**config.mk**
```make
export PLATFORM = sky130hd
export DESIGN_NAME = muldiv_unit
export DESIGN_NICKNAME = d
export VERILOG_FILES = /design/src/rtl/muldiv_pkg.sv /design/src/rtl/muldiv_step.sv /design/src/rtl/muldiv_unit.sv
export SDC_FILE = /design/constraint.sdc
export NUM_CORES = 1
export LEC_CHECK = 0
export BUFFER_PORTS_ARGS = -buffer_cell sky130_fd_sc_hd__buf_2
export CAP_MARGIN = 5
export CORE_MARGIN = 3
export CORE_UTILIZATION = 43
export CTS_BUF_LIST = sky130_fd_sc_hd__clkbuf_8
export DETAILED_ROUTE_END_ITERATION = 7
export PLACE_DENSITY = 0.68
export SLEW_MARGIN = 20
export SYNTH_ARGS = -nofsm -noshare
export SYNTH_HDL_FRONTEND = slang
export SYNTH_SLANG_ARGS = --single-unit
export TNS_END_PERCENT = 50
```
**constraint.sdc**
```tcl
create_clock -name clk -period 8.85 [get_ports clk]
set_clock_uncertainty 0.05 [all_clocks]
set_input_delay 0.4425 -clock clk [delete_from_list [all_inputs] [get_ports clk]]
set_output_delay 0.4425 -clock clk [all_outputs]
set_load 0.01 [all_outputs]
```
**src/rtl/muldiv_pkg.sv**
```systemverilog
// muldiv_pkg: op encodings, FSM states and operand-sign helpers for muldiv_unit
package muldiv_pkg;
  localparam logic [2:0] MD_MUL    = 3'b000;
  localparam logic [2:0] MD_MULH   = 3'b001;
  localparam logic [2:0] MD_MULHSU = 3'b010;
  localparam logic [2:0] MD_MULHU  = 3'b011;
  localparam logic [2:0] MD_DIV    = 3'b100;
  localparam logic [2:0] MD_DIVU   = 3'b101;
  localparam logic [2:0] MD_REM    = 3'b110;
  localparam logic [2:0] MD_REMU   = 3'b111;
  typedef enum logic [2:0] {IDLE, PREP, RUN, FIX, DONE} state_t;
  function automatic logic is_div(input logic [2:0] op);
    return op inside {MD_DIV, MD_DIVU, MD_REM, MD_REMU};
  endfunction
  function automatic logic a_signed(input logic [2:0] op);
    return op inside {MD_MULH, MD_MULHSU, MD_DIV, MD_REM};
  endfunction
  function automatic logic b_signed(input logic [2:0] op);
    return op inside {MD_MULH, MD_DIV, MD_REM};
  endfunction
endpackage

```
**src/rtl/muldiv_step.sv**
```systemverilog
// muldiv_step: one shift-add or restoring-divide iteration on the {hi,lo} accumulator (divide only with MULDIV_DIV_EN)
module muldiv_step #(
  parameter int XLEN = 32
) (
`ifdef MULDIV_DIV_EN
  input  logic              div,
`endif
  input  logic [2*XLEN-1:0] acc,
  input  logic [XLEN-1:0]   opnd,
  output logic [2*XLEN-1:0] nxt
);
  logic [XLEN:0] sum;
  assign sum = {1'b0, acc[2*XLEN-1:XLEN]} + (acc[0] ? {1'b0, opnd} : '0);
`ifdef MULDIV_DIV_EN
  logic [XLEN:0] diff;
  assign diff = acc[2*XLEN-1:XLEN-1] - {1'b0, opnd};
  assign nxt = div ? (diff[XLEN] ? {acc[2*XLEN-2:0], 1'b0} : {diff[XLEN-1:0], acc[XLEN-2:0], 1'b1})
                   : {sum, acc[XLEN-1:1]};
`else
  assign nxt = {sum, acc[XLEN-1:1]};
`endif
endmodule

```
**src/rtl/muldiv_unit.sv**
```systemverilog
// muldiv_unit: fixed-latency iterative RV32M multiply/divide; divide datapath only with MULDIV_DIV_EN
module muldiv_unit import muldiv_pkg::*; #(
  parameter  int XLEN  = 32,
  localparam int CNT_W = $clog2(XLEN) + 1
) (
  input  logic            clk,
  input  logic            reset,
  input  logic            start,
  input  logic            flush,
  input  logic [2:0]      op,
  input  logic [XLEN-1:0] a,
  input  logic [XLEN-1:0] b,
  output logic            busy,
  output logic            done,
  output logic [XLEN-1:0] result,
  output logic            illegal
);
  state_t state;
  logic [2:0] op_r;
  logic [XLEN-1:0] a_r, b_r, opnd, abs_a, abs_b, mul_res, fix_res;
  logic [2*XLEN-1:0] acc, acc_nx, prod;
  logic [CNT_W-1:0] cnt;
  logic neg_q, sa, sb, fix_ill;
  assign sa = a_signed(op_r) && a_r[XLEN-1];
  assign sb = b_signed(op_r) && b_r[XLEN-1];
  assign abs_a = sa ? -a_r : a_r;
  assign abs_b = sb ? -b_r : b_r;
  assign busy = state inside {PREP, RUN, FIX};
  assign done = state == DONE;
  assign prod = neg_q ? -acc : acc;
  assign mul_res = op_r inside {MD_MULH, MD_MULHSU, MD_MULHU} ? prod[2*XLEN-1:XLEN] : prod[XLEN-1:0];
`ifdef MULDIV_DIV_EN
  logic neg_r, dz, ovf;
  logic [XLEN-1:0] quo, rem;
  assign dz = b_r == '0;
  assign ovf = op_r inside {MD_DIV, MD_REM} && a_r == {1'b1, {(XLEN-1){1'b0}}} && &b_r;
  assign quo = dz ? '1 : ovf ? a_r : neg_q ? -acc[XLEN-1:0] : acc[XLEN-1:0];
  assign rem = dz ? a_r : ovf ? '0 : neg_r ? -acc[2*XLEN-1:XLEN] : acc[2*XLEN-1:XLEN];
  assign fix_res = is_div(op_r) ? (op_r inside {MD_DIV, MD_DIVU} ? quo : rem) : mul_res;
  assign fix_ill = 1'b0;
`else
  assign fix_res = is_div(op_r) ? '0 : mul_res;
  assign fix_ill = is_div(op_r);
`endif
  muldiv_step #(.XLEN(XLEN)) u_step (
`ifdef MULDIV_DIV_EN
    .div(is_div(op_r)),
`endif
    .acc(acc),
    .opnd(opnd),
    .nxt(acc_nx)
  );
  // Sequencer: accept, prepare magnitudes, iterate XLEN times, fix signs, pulse done
  always_ff @(posedge clk or posedge reset)
    if (reset) begin
      state <= IDLE;
      op_r <= '0;
      a_r <= '0;
      b_r <= '0;
      opnd <= '0;
      acc <= '0;
      cnt <= '0;
      neg_q <= 1'b0;
`ifdef MULDIV_DIV_EN
      neg_r <= 1'b0;
`endif
      result <= '0;
      illegal <= 1'b0;
    end else if (flush && busy) state <= IDLE;
    else
      case (state)
        PREP: begin
          acc <= {{XLEN{1'b0}}, is_div(op_r) ? abs_a : abs_b};
          opnd <= is_div(op_r) ? abs_b : abs_a;
          cnt <= '0;
          neg_q <= sa ^ sb;
`ifdef MULDIV_DIV_EN
          neg_r <= sa;
`endif
          state <= RUN;
        end
        RUN: begin
          acc <= acc_nx;
          cnt <= cnt + 1'b1;
          if (cnt == CNT_W'(XLEN - 1)) state <= FIX;
        end
        FIX: begin
          result <= fix_res;
          illegal <= fix_ill;
          state <= DONE;
        end
        default:
          if (start && !flush) begin
            op_r <= op;
            a_r <= a;
            b_r <= b;
            state <= PREP;
          end else state <= IDLE;
      endcase
endmodule

```
## After elaboration in Yosys (flattened, before gate mapping)

Index checks and enable logic that the tools add are counted.

- Bits in registers: 206
- Output and inout bits: 35
- Logic and storage cells: 61

- Equality and inequality tests: 13
- Mux-type cells: 14
- Reduce and logical (&&, ||, !) cells: 16
- Add/subtract/negate cells: 5
- Bitwise gates (word level): 3

Operators by type and width:

| kind | count |
|---|---|
| $mux 32 | 7 |
| $pmux 64 s2 | 1 |
| $mux 64 | 1 |
| $neg 32->32 | 2 |
| $neg 64->64 | 1 |
| $add 32x33->33 | 1 |
| $eq 3x3->1 const B | 5 |
| $eq 3x2->1 const B | 4 |
| $pmux 6 s2 | 1 |
| $pmux 3 s3 | 1 |
| $reduce_bool 3->1 | 3 |
| $reduce_bool 4->1 | 2 |
| $add 6x1->6 const B | 1 |
| $eq 3x1->1 const B | 2 |
| $eq 6x5->1 const B | 1 |
| $mux 3 | 2 |
| $reduce_and 2->1 | 3 |
| $logic_and 1x1->1 | 4 |
| $ne 3x1->1 const B | 1 |
| $reduce_and 3->1 | 1 |
| $reduce_or 3->1 | 1 |
| $not 1->1 | 2 |
| $reduce_bool 2->1 | 1 |
| $logic_not 1->1 | 1 |
| other kinds (2) | 2 |

## Longest topological paths before layout

Gate-level depths: netlist of the first run.

- Depth in word-level cells: 6
- Gate-level depth with buffers: 14

## By module

A second synthesis of the first run with hierarchy kept.

- Cells, all modules: 1666
- Area total of the unflattened synthesis: 14612.8 µm²

Modules (own cells, without submodules):

| module | cells each | instances | area each (µm²) |
|---|---|---|---|
| muldiv_unit | 1313 | 1 | 12184.2 |
| muldiv_step | 353 | 1 | 2428.6 |

## Least setup slack after synthesis of the first run

Ideal clock, no wire load.

- Path type: register to register
- Start: reg acc[0]
- End: reg acc[61]
- Setup slack: 5.580 ns
- Period minus slack after synthesis: 3.270 ns
- Arrival time: 3.098 ns
- Path buffers: 2
- Stages on the path, launching flop included: 15
- Cells stage by stage: dfrtp_1 -> clkbuf_1 -> buf_1 -> and2_1 -> ha_1 -> inv_1 -> fa_1 -> nor2b_1 -> o31ai_1 -> a211oi_1 -> o211a_1 -> o21ai_0 -> a21oi_1 -> or3_1 -> a32o_1

- Longest elaborated chain between the ends: 3

RTL lines:

| element | RTL line | text |
|---|---|---|
| start, declared | muldiv_unit.sv:21 | `logic [2*XLEN-1:0] acc, acc_nx, prod;` |
| start signal, assigned | muldiv_unit.sv:73 | `acc <= {{XLEN{1'b0}}, is_div(op_r) ? abs_a : abs_b};` |
| start signal, assigned | muldiv_unit.sv:83 | `acc <= acc_nx;` |
| $mux 32 | muldiv_step.sv:13 | `assign sum = {1'b0, acc[2*XLEN-1:XLEN]} + (acc[0] ? {1'b0, opnd} : '0);` |
| $add 32x33->33 | muldiv_step.sv:13 |  |
| $pmux 64 s2 | muldiv_unit.sv:71 | `case (state)` |

No other way between the ends.
A chain may end at the register's enable or synchronous reset.

## Worst setup path after layout of the first run

Same ends and word-level chain as after synthesis.

==> reports/metrics.csv, run 1 <==
stage;metric;value;unit
outcome;status;finished, violations left;
outcome;violations;hold timing;
critical_path;crit_chain;and2_1, ha_1, nor2b_1, o31ai_1, a211oi_1, o211a_1, o21ai_0, a21oi_1, or3_1, a32o_1;
cts;cts_resized;0;
drt;firstDrtPassIters;7;
timing;setup_violations;0;
floorplan;die_width;182;um
cts;clock-root-buffer;clkbuf_8;
grt;grt_pass1_vias;10800;
critical_path;cp_top_family;compound AO/OA/AOI/OAI gates;
grt;track_usage;22.0;%
floorplan;dieArea;33200;um2
drt;drt_iter0_drc;1127;
cts;post-cts-setup-buffer-count;0;
logic_synthesis;syn_avg_cell_area;8.99;um2
logic_synthesis;synth-async-reset-ratio;100;%
cells_and_area;syn_to_final_growth;12.4;%
floorplan;ios;106;
cts;cts_sinks;206;
drt;route.vias.total;11500;
pwr;power_density;309;nW/um2
logic_synthesis;synthMostInstantiatedCell;dfrtp_1;
cells_and_area;post-route-util;49.8;%
critical_path;cp_slowest_stage_delay;0.93;ns
logic_synthesis;synth.largest_area_cell;dfrtp_1;
timing;finalHoldViolCount;3;
run;cap_violations;0;
cells_and_area;nets;1662;
drt;drc_errors;0;
logic_synthesis;yosysSeqAreaShare;38.7;%
logic_synthesis;ys_seq_elements;206;
critical_path;worstSetupPathType;flip-flop to flip-flop;
floorplan;die-height;182;um
floorplan;initial_core_util;44.3;%
timing;slew_violations;0;
placement;place_congestion;0.898;
critical_path;cp.required;9.23;ns
timing;holdWs;-0.00908;ns
logic_synthesis;synth_edf_count;0;
cts;cts.clk_slew.worst_paths;0.06;ns
timing;setup_tns;0;ns
grt;antenna_found_initial;0;
placement;portBuffers;105;
cells_and_area;fillers;2867;
grt;grt_first_pass_wirelength;59400;um
critical_path;crit_buf_inv;0;
logic_synthesis;syn_inst;1484;
cells_and_area;diodes;0;
cts;cts_max_level;2;
logic_synthesis;ys_top_cells_by_area;dfrtp_1 39%, mux2_2 6.2%, o21ai_0 5.9%;
timing;rsz0062_at_grt;no;
timing;fmax;252;MHz
logic_synthesis;yosysWarnings;0;
logic_synthesis;synth_cell_type_count;71;
cts;ctsLongestPathBuffers;3;
timing;max-slew-margin-rel;29.4;%
timing;fin_crit;3.96;ns
cells_and_area;drive_gt1_share;18.3;%
floorplan;core;30100;um2
cts;cts_tree;built;
logic_synthesis;syn-num-nets;1592;
grt;grt_max_degree;140;
pwr;total_power;4630;uW
critical_path;arrival;4.34;ns
floorplan;rows;63;
cts;clk-insertion-delay-late;0.54;ns
drt;wirelength;36900;um
grt;grt-ovfl-total;0;
critical_path;cp_max_fo;37;
cts;cts-hold-fix-buffers;0;
worst_hold_path;min_path_type;input pin to async pin;
logic_synthesis;synth_commonest_cells;206 x dfrtp_1, 158 x o21ai_0, 156 x nand2_1;
critical_path;cp-start-kind;flip-flop;
logic_synthesis;synthFlopType;dfrtp_1;
drt;avgRoutedWirePerCell;18.7;um
pwr;p_leak;0.00685;uW
logic_synthesis;netlist_area;13300;um2
drt;antenna_left;0;
critical_path;cp-end-kind;flip-flop;
timing;period_share;44.8;%
timing;worst_pin_slew;1.06;ns
logic_synthesis;synth_top_area_share;38.7;%
drt;vias_per_cell;5.81;
cts;cts_inserted_buffers;40;
critical_path;worst_path_max_delay_cell;dfrtp_1;
pwr;peakVddDrop;190;uV
placement;post-dp-hpwl;27400;um
-- report_power, final --
part           internal, uW  leakage, uW  switching (uW)
registers              1250      0.00260             445
logic                   820      0.00378            1110
clock network           578     0.000474             421
-- final timing paths --
kind,startpoint,cells after the start,slack [ns],end
min in group clk,b[0],2,0.08,b_r[0]
max,acc[0],10,4.89,acc[61]
max in group asynchronous,reset,3,7.21,neg_q
min,reset,2,-0.009,cnt[1]
min reg2reg,result[19],2,0.41,result[19]
max reg2reg,acc[0],10,4.89,acc[61]
-- registers in the layout, summed over array words and instances (netlist names) --
signal   flops
a_r         32
cnt          6
result      32
b_r         32
illegal      1
state        3
acc         64
op_r         3
neg_q        1
opnd        32
-- cell type report --
type | instances | area [um2] | area share (%)
Multi-Input combinational cell | 1161 | 7760 | 51.8
Sequential cell | 206 | 5160 | 34.4
Clock buffer | 51 | 702 | 4.68
Timing Repair Buffer | 118 | 623 | 4.16
Tap cell | 390 | 488 | 3.26
Clock inverter | 18 | 148 | 0.985
Inverter | 27 | 109 | 0.726
-- worst reg2reg max path: stages (launching register included) --
cell	delay, ns
dfrtp_1	0.93
and2_1	0.24
ha_1	0.27
nor2b_1	0.16
o31ai_1	0.45
a211oi_1	0.18
o211a_1	0.32
o21ai_0	0.46
a21oi_1	0.15
or3_1	0.39
a32o_1	0.25
-- routing by layer --
layer / vias up / track usage [%] / share of wire, %
li1: 5529 / - / -
met1: 5481 / 33.2 / 48
met2: 390 / 33.3 / 43
met3: 56 / 3.23 / 6.4
met4: 0 / 5.48 / 2.2
met5: - / 0 / 0
-- cell usage in the layout (no fill, tap or decap), types with 12 or more instances in the layout --
cell type / n
nor4_1: 12
inv_1: 33
a22o_1: 13
ha_1: 36
buf_4: 13
xnor2_1: 53
o31ai_1: 31
nand3_1: 36
mux2_2: 74
dfrtp_1: 204
nor3_1: 23
buf_2: 105
xor2_1: 89
a21oi_1: 90
mux2i_1: 19
a31oi_1: 18
clkbuf_8: 51
and2_1: 38
nor2_1: 92
nand2_1: 154
a211oi_1: 17
a21o_1: 32
o21ai_0: 158
-- per-stage QoR --
step / std cells / cell area [um2] / setup slack, ns
after detailed placement: 1902 / 14100 / 4.89
final: 1971 / 15000 / 4.89
after global placement: 1902 / 14100 / 5.02
after CTS: 1971 / 15000 / 4.88
after global routing: 1971 / 15000 / 4.49
after floorplan: 1484 / 13300 / 2.73
-- logic make-up after synthesis --
kind of cell / after synthesis / share of synthesized area, %
AO/OA/AOI/OAI: 446 / 21.1
AND/OR/NAND/NOR: 443 / 16.4
flip-flops: 206 / 38.7
XOR/XNOR: 142 / 9.33
buffers and inverters: 117 / 3.31
multiplexers: 93 / 7.67
adder cells (fa/ha/maj): 37 / 3.53
No activity file was read; power rests on OpenSTA's default activity.
==> run 2: changes to the inputs <==
PLACE_DENSITY = 0.71   (was 0.68)
clock period = 3.6 ns   (was 8.85 ns; I/O delays follow)
==> run 2 against run 1 <==
- the run now ends clean
- sequential share of layout area decreased by 1.7 points
- register-to-register slack got worse by 4.6 ns
- fmax increased by 18%
- sequential cell count unchanged
- total power increased by 150%
- critical path type unchanged
==> reports/metrics.csv, run 2 (synthesis gave the netlist of run 1 again) <==
stage;metric;value;unit
critical_path;cp_max_fo;12;
cells_and_area;diodes;0;
timing;setup_tns;0;ns
drt;vias_per_cell;5.81;
pwr;internal-power;6420;uW
cells_and_area;layout.cells.non_filler;2062;
timing;slew_violations;0;
critical_path;rrSetupSlack;0.25;ns
drt;firstDrtPassIters;5;
timing;max-slew-margin-rel;28.6;%
placement;dpl_worst_slack;0.267;ns
grt;antenna_found_initial;0;
pwr;p_clk_share;19.7;%
grt;grt_max_degree;141;
pwr;peakVddDrop;455;uV
pwr;comb_power_share;43.7;%
grt;grt_first_pass_wirelength;63300;um
cts;clk-insertion-delay-late;0.55;ns
floorplan;initial_core_util;44.3;%
cells_and_area;layout_common_cells;203 x dfrtp_1, 158 x o21ai_0, 154 x nand2_1;
timing;finalHoldViolCount;0;
floorplan;die_width;182;um
pwr;p_sw;5000;uW
critical_path;worst_path_max_delay_cell;or4b_1;
drt;drt_iter0_drc;1006;
timing;fin_crit;3.35;ns
critical_path;worstSetupPathType;flip-flop to flip-flop;
cts;clock-root-buffer;clkbuf_8;
cts;cts_tree;built;
timing;setup_violations;0;
critical_path;cp-end-kind;flip-flop;
critical_path;worst-r2r-cell-count;10;
cells_and_area;largest_register;acc;
timing;layout_setup_ws;0.253;ns
grt;track_usage;23.7;%
cells_and_area;post-route-util;52.3;%
placement;post-dp-hpwl;28900;um
floorplan;die-height;182;um
critical_path;cp-start-kind;flip-flop;
timing;rsz0062_at_grt;no;
grt;grt-ovfl-total;0;
grt;grt_pass1_vias;11400;
pwr;p_sw_share;43.8;%
cells_and_area;largest_reg_flops;64;
floorplan;ios;106;
pwr;pwr-share-seq;36.7;%
critical_path;cp_top_family;simple AND/OR/NAND/NOR gates;
critical_path;regToRegEndpoint;result[22];
floorplan;rows;63;
cells_and_area;drive_gt1_share;18.5;%
floorplan;core;30100;um2
critical_path;worstReg2RegStart;acc[0];
drt;antenna_left;0;
run;cap_violations;0;
pwr;power_density;724;nW/um2
cts;cts.clk_slew.worst_paths;0.06;ns
timing;worst_pin_slew;1.07;ns
critical_path;cp.required;4.01;ns
worst_hold_path;min_path_type;input pin to async pin;
timing;period_share;93.0;%
critical_path;crit_chain;inv_1, ha_1, or4b_1, nand2b_1, nor4_2, nand2_1, o41ai_2, xor2_1, a221oi_1, a21o_1;
cells_and_area;layout_commonest_cell;dfrtp_1;
drt;wirelength;40300;um
timing;fmax;299;MHz
drt;route.vias.total;12000;
drt;drc_errors;0;
cts;cts_sinks;206;
placement;place_congestion;0.951;
critical_path;cp_slowest_stage_delay;0.50;ns
cts;cts_inserted_buffers;37;
cells_and_area;syn_to_final_growth;18.2;%
outcome;status;finished, final reports clean;
pwr;p_leak;0.00721;uW
cts;cts_max_level;2;
cts;ctsLongestPathBuffers;3;
placement;dp_cells;1926;
critical_path;arrival;3.76;ns
placement;portBuffers;105;
timing;holdWs;0.335;ns
cts;post-cts-setup-buffer-count;0;
drt;avgRoutedWirePerCell;19.5;um
critical_path;crit_buf_inv;1;
floorplan;dieArea;33200;um2
cells_and_area;nets;1752;
-- run 2: cell types whose count changed in the layout (fill, tap and decap cells not counted), sizes merged, moves of 3 or more --
cell	before	now
dlygate4sd3	0	69
clkinvlp	0	3
clkbuf	51	45
buf	118	142
-- run 2: how the worst max path moves through the flow --
| stage | start | endpoint | slack, ns | depth (start not counted) |
|---|---|---|---|---|
| after global placement | acc[0] | acc[61] | 0.35 | 11 |
| final | acc[0] | result[22] | 0.25 | 10 |
| after floorplan | acc[0] | acc[61] | 0.33 | 14 |
| after CTS | acc[0] | result[22] | 0.22 | 10 |
| after global routing | acc[0] | result[22] | 0.04 | 10 |
| after detailed placement | acc[0] | result[22] | 0.27 | 10 |
-- run 2: routing by layer --
metal  part of all wire, %  routed length (um)  global-route usage, %  vias to the layer above
met5                     0                   0                      0                        -
met4                   2.2                 872                   6.22                        0
met3                   7.7                3110                   4.48                       60
met2                    45               18000                   36.7                      440
met1                    45               18300                   34.2                     5787
li1                      -                   -                      -                     5693
-- run 2: final cells by class --
type | instances | area [um2]
multi-input cells | 1161 | 7750
well taps | 390 | 488
fillers | 2803 | 14400
flip-flops and latches | 206 | 5160
clock buffers | 45 | 619
inverters | 27 | 105
clock inverters | 22 | 133
repair buffers | 211 | 1510
-- run 2: repair_timing --
item                                   CTS  global route
hold buffers                            69             0
gates resized for setup                  0             1
endpoints found under the hold margin  274             0
setup endpoints to repair                0             2
-- run 2: per-stage QoR --
stage	power (uW)	area, um2
2_1_floorplan	7390	13300
3_3_place_gp	8890	14300
3_5_place_dp	9010	14300
4_1_cts	11300	15800
5_1_grt	12200	15800
6_report	11400	15800
-- run 2: power groups by stage --
stage	logic (uW)	clock network, uW	registers (uW)
2_1_floorplan	3640	0	3740
3_3_place_gp	4750	0	4130
3_5_place_dp	4830	0	4170
4_1_cts	4920	2280	4140
5_1_grt	5510	2400	4280
6_report	4980	2250	4190
-- run 2: worst reg2reg max path, delay by kind of cell, from the launching register on --
kind | cells | cell delay, ns
AND/OR/NAND/NOR | 4 | 1.45
AO/OA/AOI/OAI | 3 | 0.94
flip-flops | 1 | 0.48
adder cells (fa/ha/maj) | 1 | 0.17
XOR/XNOR | 1 | 0.10
buffers and inverters | 1 | 0.08
